--- src/rtl/video_pkg.sv ---
`default_nettype none
// ============================================================================
//  Module      : video_pkg
//  Description : Shared definitions for the video test-pattern source:
//                pattern-mode encodings, the 8-bit reference palette, the
//                colour-bar table and the pixel width helper.
//  Revision    : 1.0  initial release
// ============================================================================
package video_pkg;

  // Pattern select encodings
  localparam logic [1:0] MODE_CHECKER  = 2'd0;
  localparam logic [1:0] MODE_BARS     = 2'd1;
  localparam logic [1:0] MODE_SOLID    = 2'd2;
  localparam logic [1:0] MODE_GRADIENT = 2'd3;

  // Reference palette, {R,G,B} at 8 bits per channel
  localparam logic [23:0] TURQUOISE = {8'd26,  8'd188, 8'd156};
  localparam logic [23:0] CARROT    = {8'd230, 8'd126, 8'd34};
  localparam logic [23:0] SUNFLOWER = {8'd241, 8'd196, 8'd15};
  localparam logic [23:0] EMERALD   = {8'd46,  8'd204, 8'd113};

  // Colour bars as {R,G,B} on/off flags; each flag expands to full scale or 0
  localparam logic [2:0] BAR_WHITE   = 3'b111;
  localparam logic [2:0] BAR_YELLOW  = 3'b110;
  localparam logic [2:0] BAR_CYAN    = 3'b011;
  localparam logic [2:0] BAR_GREEN   = 3'b010;
  localparam logic [2:0] BAR_MAGENTA = 3'b101;
  localparam logic [2:0] BAR_RED     = 3'b100;
  localparam logic [2:0] BAR_BLUE    = 3'b001;
  localparam logic [2:0] BAR_BLACK   = 3'b000;

  function automatic int pixel_w(input int color_w);
    return 3 * color_w;
  endfunction

  // Checker palette lookup, index is {tile_row_odd, tile_col_odd}
  function automatic logic [23:0] checker_color(input logic [1:0] idx);
    logic [23:0] c;
    case (idx)
      2'b00:   c = TURQUOISE;
      2'b01:   c = CARROT;
      2'b10:   c = SUNFLOWER;
      default: c = EMERALD;
    endcase
    return c;
  endfunction

  function automatic logic [2:0] bar_rgb(input logic [2:0] bar);
    logic [2:0] c;
    case (bar)
      3'd0:    c = BAR_WHITE;
      3'd1:    c = BAR_YELLOW;
      3'd2:    c = BAR_CYAN;
      3'd3:    c = BAR_GREEN;
      3'd4:    c = BAR_MAGENTA;
      3'd5:    c = BAR_RED;
      3'd6:    c = BAR_BLUE;
      default: c = BAR_BLACK;
    endcase
    return c;
  endfunction

endpackage
`default_nettype wire

--- src/rtl/video_pos_counter.sv ---
`default_nettype none
// ============================================================================
//  Module      : video_pos_counter
//  Description : Raster position tracker for the pattern source. Holds x/y,
//                tile column/row sub-counters with parity and the colour-bar
//                sub-counter, all advanced by one position per enable. Exposes
//                the next-state position so the caller can register the pixel
//                for the upcoming position in the same cycle.
//  Ports       : Clock, Reset (sync, active-high), enable (transfer strobe)
//                x_next/y_next      next raster position
//                tile_x_odd/_y_odd  parity of next tile column/row
//                bar_next           next colour-bar index 0..7
//                eol_next/sof_next  next position is line end / frame start
//                frame_last         current position is the last of the frame
//  Revision    : 1.0  initial release
// ============================================================================
module video_pos_counter #(
  parameter int H_ACTIVE = 800,
  parameter int V_ACTIVE = 600,
  parameter int TILE_W   = 80,
  parameter int TILE_H   = 200,
  localparam int XW      = $clog2(H_ACTIVE),
  localparam int YW      = $clog2(V_ACTIVE)
) (
  input  logic          Clock,
  input  logic          Reset,
  input  logic          enable,
  output logic [XW-1:0] x_next,
  output logic [YW-1:0] y_next,
  output logic          tile_x_odd,
  output logic          tile_y_odd,
  output logic [2:0]    bar_next,
  output logic          eol_next,
  output logic          sof_next,
  output logic          frame_last
);

  localparam int BAR_W = H_ACTIVE / 8;
  localparam int TXW   = (TILE_W > 1) ? $clog2(TILE_W) : 1;
  localparam int TYW   = (TILE_H > 1) ? $clog2(TILE_H) : 1;
  localparam int BW    = (BAR_W > 1)  ? $clog2(BAR_W)  : 1;

  localparam logic [XW-1:0]  X_LAST  = XW'(H_ACTIVE - 1);
  localparam logic [YW-1:0]  Y_LAST  = YW'(V_ACTIVE - 1);
  localparam logic [TXW-1:0] TX_LAST = TXW'(TILE_W - 1);
  localparam logic [TYW-1:0] TY_LAST = TYW'(TILE_H - 1);
  localparam logic [BW-1:0]  B_LAST  = BW'(BAR_W - 1);

  logic [XW-1:0]  x,    x_nx;
  logic [YW-1:0]  y,    y_nx;
  logic [TXW-1:0] tcx,  tcx_nx;
  logic [TYW-1:0] tcy,  tcy_nx;
  logic           txo,  txo_nx;
  logic           tyo,  tyo_nx;
  logic [BW-1:0]  bcnt, bcnt_nx;
  logic [2:0]     bidx, bidx_nx;
  logic           line_end;

  assign line_end   = (x == X_LAST);
  assign frame_last = line_end && (y == Y_LAST);

  always_comb begin
    x_nx    = x;
    y_nx    = y;
    tcx_nx  = tcx;
    tcy_nx  = tcy;
    txo_nx  = txo;
    tyo_nx  = tyo;
    bcnt_nx = bcnt;
    bidx_nx = bidx;
    if (enable) begin
      if (line_end) begin
        // Line wrap: horizontal sub-counters restart, so a truncated last
        // tile never carries its parity into the next line.
        x_nx    = '0;
        tcx_nx  = '0;
        txo_nx  = 1'b0;
        bcnt_nx = '0;
        bidx_nx = 3'd0;
        if (y == Y_LAST) begin
          y_nx   = '0;
          tcy_nx = '0;
          tyo_nx = 1'b0;
        end else begin
          y_nx = y + 1'b1;
          if (tcy == TY_LAST) begin
            tcy_nx = '0;
            tyo_nx = ~tyo;
          end else begin
            tcy_nx = tcy + 1'b1;
          end
        end
      end else begin
        x_nx = x + 1'b1;
        if (tcx == TX_LAST) begin
          tcx_nx = '0;
          txo_nx = ~txo;
        end else begin
          tcx_nx = tcx + 1'b1;
        end
        if (bcnt == B_LAST) begin
          bcnt_nx = '0;
          bidx_nx = bidx + 3'd1;
        end else begin
          bcnt_nx = bcnt + 1'b1;
        end
      end
    end
  end

  always_ff @(posedge Clock) begin
    if (Reset) begin
      x    <= '0;
      y    <= '0;
      tcx  <= '0;
      tcy  <= '0;
      txo  <= 1'b0;
      tyo  <= 1'b0;
      bcnt <= '0;
      bidx <= 3'd0;
    end else begin
      x    <= x_nx;
      y    <= y_nx;
      tcx  <= tcx_nx;
      tcy  <= tcy_nx;
      txo  <= txo_nx;
      tyo  <= tyo_nx;
      bcnt <= bcnt_nx;
      bidx <= bidx_nx;
    end
  end

  assign x_next     = x_nx;
  assign y_next     = y_nx;
  assign tile_x_odd = txo_nx;
  assign tile_y_odd = tyo_nx;
  assign bar_next   = bidx_nx;
  assign eol_next   = (x_nx == X_LAST);
  assign sof_next   = (x_nx == '0) && (y_nx == '0);

endmodule
`default_nettype wire

--- src/rtl/video_pattern_gen.sv ---
`default_nettype none
// ============================================================================
//  Module      : video_pattern_gen
//  Description : Test-pattern video source. Streams H_ACTIVE x V_ACTIVE RGB
//                frames (checker, colour bars, solid, optional gradient) over
//                a valid/ready handshake with frame/line markers.
//  Ports       : Clock, Reset (sync, active-high)
//                Mode         pattern select, latched at frame boundaries
//                VideoReady   sink accepts current pixel
//                VideoValid   pixel valid (held high from first post-reset
//                             cycle)
//                video        pixel {R,G,B}, COLOR_W bits per channel
//                StartOfFrame high with pixel (0,0)
//                EndOfLine    high with pixel x = H_ACTIVE-1
//  Config      : PATGEN_GRADIENT_EN - when defined, mode 3 is an x/y gradient;
//                otherwise mode 3 is a solid fill identical to mode 2.
//  Revision    : 1.0  initial release
// ============================================================================
module video_pattern_gen
  import video_pkg::*;
#(
  parameter int H_ACTIVE = 800,
  parameter int V_ACTIVE = 600,
  parameter int TILE_W   = 80,
  parameter int TILE_H   = 200,
  parameter int COLOR_W  = 8
) (
  input  logic                          Clock,
  input  logic                          Reset,
  input  logic [1:0]                    Mode,
  input  logic                          VideoReady,
  output logic                          VideoValid,
  output logic [pixel_w(COLOR_W)-1:0]   video,
  output logic                          StartOfFrame,
  output logic                          EndOfLine
);

  localparam int PIX_W = pixel_w(COLOR_W);
  localparam int XW    = $clog2(H_ACTIVE);
  localparam int YW    = $clog2(V_ACTIVE);

  logic [XW-1:0]    x_nx;
  logic [YW-1:0]    y_nx;
  logic             tx_odd, ty_odd;
  logic [2:0]       bar_nx;
  logic             eol_nx, sof_nx, frame_last;
  logic             xfer, load_mode;
  logic [1:0]       mode_r, mode_sel;
  logic [2:0]       bar_bits;
  logic [PIX_W-1:0] pix_nx;
  logic             unused_pos;

  // MSB-align an 8-bit reference channel to COLOR_W bits: pad low bits with
  // zeros when wider, drop low bits when narrower.
  function automatic logic [COLOR_W-1:0] align(input logic [7:0] c);
    logic [COLOR_W+7:0] t;
    t = {c, {COLOR_W{1'b0}}};
    return t[COLOR_W+7 -: COLOR_W];
  endfunction

  function automatic logic [PIX_W-1:0] palette(input logic [23:0] rgb);
    return {align(rgb[23:16]), align(rgb[15:8]), align(rgb[7:0])};
  endfunction

  video_pos_counter #(
    .H_ACTIVE (H_ACTIVE),
    .V_ACTIVE (V_ACTIVE),
    .TILE_W   (TILE_W),
    .TILE_H   (TILE_H)
  ) u_pos (
    .Clock      (Clock),
    .Reset      (Reset),
    .enable     (xfer),
    .x_next     (x_nx),
    .y_next     (y_nx),
    .tile_x_odd (tx_odd),
    .tile_y_odd (ty_odd),
    .bar_next   (bar_nx),
    .eol_next   (eol_nx),
    .sof_next   (sof_nx),
    .frame_last (frame_last)
  );

  assign xfer = VideoValid && VideoReady;

  // The pattern for a frame is decided when its first pixel is produced:
  // either on the first cycle out of reset or on the last-pixel transfer.
  // The freshly sampled Mode is used directly so pixel (0,0) already
  // reflects it.
  assign load_mode = !VideoValid || (xfer && frame_last);
  assign mode_sel  = load_mode ? Mode : mode_r;

  assign bar_bits   = bar_rgb(bar_nx);
  assign unused_pos = ^{x_nx, y_nx};

  always_comb begin
    pix_nx = palette(TURQUOISE);
    case (mode_sel)
      MODE_CHECKER: pix_nx = palette(checker_color({ty_odd, tx_odd}));
      MODE_BARS:    pix_nx = {{COLOR_W{bar_bits[2]}},
                              {COLOR_W{bar_bits[1]}},
                              {COLOR_W{bar_bits[0]}}};
      MODE_SOLID:   pix_nx = palette(TURQUOISE);
      default: begin
`ifdef PATGEN_GRADIENT_EN
        pix_nx = {COLOR_W'(x_nx), COLOR_W'(y_nx),
                  COLOR_W'(1) << (COLOR_W - 1)};
`else
        pix_nx = palette(TURQUOISE);
`endif
      end
    endcase
  end

  always_ff @(posedge Clock) begin
    if (Reset) begin
      mode_r       <= MODE_CHECKER;
      VideoValid   <= 1'b0;
      video        <= '0;
      StartOfFrame <= 1'b0;
      EndOfLine    <= 1'b0;
    end else begin
      if (load_mode) begin
        mode_r <= Mode;
      end
      // Output stage reloads on the first cycle after reset and on every
      // transfer; otherwise it holds under backpressure.
      if (!VideoValid || VideoReady) begin
        VideoValid   <= 1'b1;
        video        <= pix_nx;
        StartOfFrame <= sof_nx;
        EndOfLine    <= eol_nx;
      end
    end
  end

endmodule
`default_nettype wire

--- config.mk ---
export PLATFORM = sky130hd
export DESIGN_NAME = video_pattern_gen
export DESIGN_NICKNAME = d
export VERILOG_FILES = /design/src/rtl/video_pkg.sv /design/src/rtl/video_pos_counter.sv /design/src/rtl/video_pattern_gen.sv
export SDC_FILE = /design/constraint.sdc
export NUM_CORES = 1
export LEC_CHECK = 0
export BUFFER_PORTS_ARGS = -buffer_cell sky130_fd_sc_hd__buf_2
export CORE_ASPECT_RATIO = 2
export CORE_MARGIN = 4
export CORE_UTILIZATION = 54
export CTS_BUF_LIST = sky130_fd_sc_hd__clkbuf_16
export DETAILED_ROUTE_END_ITERATION = 10
export GPL_TIMING_DRIVEN = 1
export PLACE_DENSITY = 0.76
export SLEW_MARGIN = 20
export SYNTH_ARGS = -nofsm -noshare
export SYNTH_HDL_FRONTEND = slang
export SYNTH_HIERARCHICAL = 1
export SYNTH_SLANG_ARGS = --single-unit
--- constraint.sdc ---
create_clock -name Clock -period 3.02 [get_ports Clock]
set_input_delay 0.604 -clock Clock [delete_from_list [all_inputs] [get_ports Clock]]
set_output_delay 0.604 -clock Clock [all_outputs]
set_load 0.01 [all_outputs]
==> results of run 1 <==
-- layout by cell type (no fill, tap or decap), types with 3 or more instances in the layout --
master and n:
sky130_fd_sc_hd__ha_1 12, sky130_fd_sc_hd__dfxtp_1 72, sky130_fd_sc_hd__o21ai_1 3, sky130_fd_sc_hd__buf_2 31, sky130_fd_sc_hd__mux2i_1 7, sky130_fd_sc_hd__xor2_1 21, sky130_fd_sc_hd__nand2_1 37, sky130_fd_sc_hd__nor2b_1 15
sky130_fd_sc_hd__o31a_1 4, sky130_fd_sc_hd__nor4_1 5, sky130_fd_sc_hd__o31ai_1 3, sky130_fd_sc_hd__o21ai_0 34, sky130_fd_sc_hd__xnor2_1 11, sky130_fd_sc_hd__nand4_1 13, sky130_fd_sc_hd__nor2_1 60, sky130_fd_sc_hd__a31oi_1 5
sky130_fd_sc_hd__nand3_1 13, sky130_fd_sc_hd__a21oi_1 20, sky130_fd_sc_hd__nor3_1 6, sky130_fd_sc_hd__inv_1 13, sky130_fd_sc_hd__buf_4 32, sky130_fd_sc_hd__mux2_2 3, sky130_fd_sc_hd__or3_1 3, sky130_fd_sc_hd__clkbuf_16 9
sky130_fd_sc_hd__nand2b_1 11, sky130_fd_sc_hd__and3_1 8
-- registers in the layout, summed over array words and instances, names as in the netlist --
name / count
EndOfLine: 1
StartOfFrame: 1
VideoValid: 1
mode_r: 2
u_pos/bcnt: 7
u_pos/bidx: 3
u_pos/tcx: 7
u_pos/tcy: 8
u_pos/txo: 1
u_pos/tyo: 1
u_pos/x: 10
u_pos/y: 10
video: 21
-- critical path, stage by stage, from the launching register on --
cell                      delay [ns]
sky130_fd_sc_hd__dfxtp_1        0.34
sky130_fd_sc_hd__or4b_4         0.55
sky130_fd_sc_hd__o31a_1         0.30
sky130_fd_sc_hd__o21a_1         0.19
sky130_fd_sc_hd__a311o_1        0.35
sky130_fd_sc_hd__or4b_1         0.56
sky130_fd_sc_hd__nor4_2         0.21
sky130_fd_sc_hd__nand2_1        0.08
sky130_fd_sc_hd__a21oi_1        0.18
-- layer usage --
layer | share of wire (%) | global-route usage [%] | vias to the layer above
met5 | 0 | 0 | -
met4 | 4.4 | 14.01 | 0
met3 | 2.9 | 5.835 | 31
met2 | 56 | 46.19 | 81
met1 | 37 | 26.12 | 1586
li1 | - | - | 1649
-- final cells by class --
class | count | area, µm² | area share [%]
clock buffers | 9 | 225.2 | 5.091
clock inverters | 5 | 57.56 | 1.301
inverters | 13 | 48.80 | 1.103
multi-input cells | 335 | 2105 | 47.57
flip-flops and latches | 73 | 1463 | 33.06
well taps | 88 | 110.1 | 2.489
repair buffers | 64 | 415.4 | 9.389
-- per-stage QoR --
stage                     power [W]  hold WS [ns]  std cells  util [%]
after floorplan            0.001144        0.4580        443         -
after global placement     0.001210        0.4439        573     62.00
after detailed placement   0.001215        0.4517        573     62.00
after CTS                  0.002242        0.4611        587     66.24
after global routing       0.002306        0.4843        587     66.29
final                      0.002224        0.4568        587     66.29
-- worst paths after layout --
path	end	cells after the start	slack [ns]
setup / recovery	StartOfFrame	8	0.18
hold reg to reg	video[6]	2	0.46
setup reg to reg	StartOfFrame	8	0.18
hold / removal	video[6]	2	0.46
-- power groups by stage --
stage | Clock [W] | Sequential, W | Combinational [W]
after floorplan | 0 | 0.00104 | 0.000102
after global placement | 0 | 0.00103 | 0.000177
after detailed placement | 0 | 0.00103 | 0.000181
after CTS | 0.00105 | 0.00101 | 0.000181
after global routing | 0.00109 | 0.00102 | 0.000198
final | 0.00103 | 0.00101 | 0.000180
==> flow_summary.toml, run 1 <==
[pwr]
power.share.switching_pct = 23.71
p_int_w = 0.001697
peak_supply_drop_mv = 0.4145
power.share.combinational_pct = 8.1
power.share.clock_pct = 46.3
p_leak_nw = 1.861
power.switching_w = 0.0005274
share_seq_of_total_power_pct = 45.6
power.density_cell_area_nw_per_um2 = 502.8

[drt]
first_iter_violations = 290
detail_route.vias_per_cell = 5.702
dr_total_vias = 3347
wire_per_inst_um = 16.48
detail_route.first_pass.iterations = 4
route.detailed.drc = 0
wirelength_um = 9673
detail-route-antenna-nets = 0

[finish]
final_area_um2 = 4424
fin_nets = 514
filler_cell_count = 593
antenna-diode-count = 0
areaGrowthSynthToFinish_pct = 19.06
final_layout_size_suffix_gt1_share_pct = 18.64

[worst_setup_path]
critical_path_arrival_ns = 3.11
critical_path_required_ns = 3.29
worstSetupStartpointType = "register"
startpoint = "u_pos/y[7]"
critical_path.endpoint_type = "register"
crit_type = "register to register"
crit_fanout = 4
crit-reg2reg-launch = "u_pos/y[7]"

[clock_tree]
clock_tree_from_tritoncts = "done"
clock_path_buffers = 2
numCtsBuffers = 9
cts.repair.resized = 0
clock_latency_ns = 0.34
cts.clk_slew.worst_paths_ns = 0.06
cts_max_level = 3
clock_sink_count = 73
clock-root-buffer = "sky130_fd_sc_hd__clkbuf_16"
post_cts_hold_buffer_count = 0
number_of_buffers_inserted_by_post_cts_setup_repair = 0

[floorplanning]
die_width_um = 66.66
die_height_um = 125.3
io_pins = 32
starting_utilization_of_the_core_area_pct = 55.68
rows = 42
floorplan.die_area_um2 = 8354
core-area_um2 = 6674

[timing]
slew_violations = 0
timing.clock.skew_ns = 0.005089
worst_slew_margin_rel_pct = 31.80
finalCriticalPeriod_ns = 2.842
final_min_period_over_clock_period_pct = 94.12
finalHoldViolations = 0
setup_viol = 0
timing_worst_slew_pin_value_ns = 1.023
grt_setup_unrepaired = "false"
setup_total_negative_slack_ns = 0
final.setup.worst_slack_ns = 0.1777
fmax_mhz = 351.8

[status]
outcome = "finished clean"

[synth]
synth_warnings = 6
synth_fp_nets = 461
syn-mean-instance-area_um2 = 8.388
synthCells = 443
cell_area_synth_um2 = 3716

[grt]
grt_pass1_wl_um = 16260
grt_antenna_before_repair = 0
grt-ovfl-total = 0
grt_start_max_net_pins = 30
globalRouteTotalUtil_pct = 25.69
vias_in_the_first_global_route = 3476

[placement]
dp_hpwl_um = 7362
dpl_worst_slack_ns = 0.01249
post_dp_cell_area_um2 = 4138
port_buffers = 31
routabilityCongestion = 0.9772

[run]
max_cap_violations = 0

[min_path]
hold_path_class = "register to register"
hold_start = "video[6]"
No activity file was read; power rests on OpenSTA's default activity.
==> run 2, diff against run 1 <==
--- a/config.mk
+++ b/config.mk
@@ -6,10 +6,11 @@
 export NUM_CORES = 1
 export LEC_CHECK = 0
 export BUFFER_PORTS_ARGS = -buffer_cell sky130_fd_sc_hd__buf_2
-export CORE_ASPECT_RATIO = 2
+export CORE_ASPECT_RATIO = 1.2
 export CORE_MARGIN = 4
 export CORE_UTILIZATION = 54
 export CTS_BUF_LIST = sky130_fd_sc_hd__clkbuf_16
+export CTS_CLUSTER_SIZE = 20
 export DETAILED_ROUTE_END_ITERATION = 10
 export GPL_TIMING_DRIVEN = 1
 export PLACE_DENSITY = 0.76
==> flow_summary.toml, run 2 (synthesis gave the netlist of run 1 again) <==
[status]
outcome = "finished clean"

[worst_setup_path]
critical_path_required_ns = 3.29
cp_cell_sequence = "or4b_4 -> o31a_1 -> o21a_1 -> a311o_1 -> or4b_1 -> nor4_2 -> nand2_1 -> a21oi_1"
critical_path.endpoint_type = "register"
startpoint = "u_pos/y[7]"
crit_fanout = 4
crit_type = "register to register"
max_stage_delay_ns = 0.56
crit_path_top_delay_cell = "sky130_fd_sc_hd__or4b_4"
critical_path_arrival_ns = 3.06
crit-reg2reg-launch = "u_pos/y[7]"
worstSetupStartpointType = "register"

[grt]
grt_start_max_net_pins = 32
vias_in_the_first_global_route = 3350
grt-ovfl-total = 0
grt_antenna_before_repair = 0
grt_pass1_wl_um = 15350
globalRouteTotalUtil_pct = 22.65

[drt]
detail-route-antenna-nets = 0
first_iter_violations = 206
dr_total_vias = 3324
wire_per_inst_um = 15.36
detail_route.vias_per_cell = 5.791
wirelength_um = 8817
route.detailed.drc = 0
detail_route.first_pass.iterations = 5

[pwr]
power.density_cell_area_nw_per_um2 = 514.9
power.switching_w = 0.0005392
power.share.combinational_pct = 7.6
p_leak_nw = 1.798
p_int_w = 0.001700
power.share.clock_pct = 47.2
power.share.switching_pct = 24.08
peak_supply_drop_mv = 0.3500
share_seq_of_total_power_pct = 45.2

[clock_tree]
numCtsBuffers = 9
cts.clk_slew.worst_paths_ns = 0.06
clock_sink_count = 73
number_of_buffers_inserted_by_post_cts_setup_repair = 0
clock_tree_from_tritoncts = "done"
cts_max_level = 3
clock_latency_ns = 0.34
clock-root-buffer = "sky130_fd_sc_hd__clkbuf_16"
clock_path_buffers = 2

[floorplanning]
die_width_um = 83.73
die_height_um = 98.87
io_pins = 32
starting_utilization_of_the_core_area_pct = 56.59
rows = 32
core-area_um2 = 6566
floorplan.die_area_um2 = 8278

[timing]
slew_violations = 0
finalHoldViolations = 0
finalCriticalPeriod_ns = 2.791
hold_ws_ns = 0.4610
timing_worst_slew_pin_value_ns = 0.9963
setup_viol = 0
final_min_period_over_clock_period_pct = 92.43
worst_slew_margin_rel_pct = 33.58
fmax_mhz = 358.2
grt_setup_unrepaired = "false"
setup_total_negative_slack_ns = 0
timing.clock.skew_ns = 0.006830

[finish]
layout_top_registers = "video: 21 flops, u_pos/x: 10 flops, u_pos/y: 10 flops"
antenna-diode-count = 0
most-common-layout-cells = "sky130_fd_sc_hd__dfxtp_1, sky130_fd_sc_hd__nor2_1, sky130_fd_sc_hd__nand2_1"
final_common_cell = "sky130_fd_sc_hd__dfxtp_1"
largest_register_ff_count = 21
top_register = "video"
areaGrowthSynthToFinish_pct = 17.04
fin_nets = 502
stdcell_count = 574
final_layout_size_suffix_gt1_share_pct = 17.59

[run]
max_cap_violations = 0

[placement]
dp_hpwl_um = 6173
routabilityCongestion = 0.9081
port_buffers = 31
dpl.cell_count = 558

[min_path]
hold_start = "EndOfLine"
hold_path_class = "register to register"
## run 2: cell count changes in the layout (fill, tap and decap cells not counted), sizes merged
cell,before,now
inv,14,13
buf,64,52
clkinv,1,3
clkinvlp,2,3
## run 2: critical path, delay by kind of cell (launching register included)
kind / cells / cell delay (ns)
flops: 1 / 0.34
compound gates: 4 / 0.96
simple gates: 4 / 1.42
## run 2: cell type report
class / instances / area [µm²]
clock inverter: 7 / 71.32
inverter: 13 / 48.80
fill: 558 / 2217
sequential: 73 / 1463
timing repair buffer: 52 / 312.8
multi-input combinational: 335 / 2122
tap: 85 / 106.4
clock buffer: 9 / 225.2
## run 2: worst paths after layout
check / endpoint / slack [ns] / depth (start not counted)
setup / recovery: StartOfFrame / 0.23 / 8
hold / removal: EndOfLine / 0.46 / 2
setup reg to reg: StartOfFrame / 0.23 / 8
hold reg to reg: EndOfLine / 0.46 / 2
## run 2: what timing repair did
action / 4_1_cts / 5_1_grt
setup endpoints to repair: 0 / 13
hold endpoints to repair: 0 / 0
hold buffers: 0 / 0
resized for setup: 0 / 8
## run 2: per-stage QoR
| stage | total power (W) | setup slack, ns | util, % | cell area [µm²] |
|---|---|---|---|---|
| floorplan | 0.001144 | 0.02458 | - | 3716 |
| global placement | 0.001198 | 0.1173 | 61.39 | 4031 |
| detailed placement | 0.001203 | 0.03598 | 61.39 | 4031 |
| CTS | 0.002256 | 0.06938 | 65.91 | 4328 |
| global route | 0.002322 | 0.007534 | 66.23 | 4349 |
| finish | 0.002240 | 0.2286 | 66.23 | 4349 |
## run 2: per-layer routing
layer	GRT usage, %	part of all wire (%)	vias to the layer above
met2	38.52	50	84
met4	11.63	2.9	0
met5	0	0	-
met1	26.57	42	1577
met3	5.184	4.4	25
li1	-	-	1638
## run 2: power groups by stage
stage | clock network, W | registers (W) | logic [W]
finish | 0.00106 | 0.00101 | 0.000170
global route | 0.00112 | 0.00102 | 0.000188
CTS | 0.00107 | 0.00101 | 0.000170
detailed placement | 0 | 0.00103 | 0.000170
global placement | 0 | 0.00103 | 0.000166
floorplan | 0 | 0.00104 | 0.000102
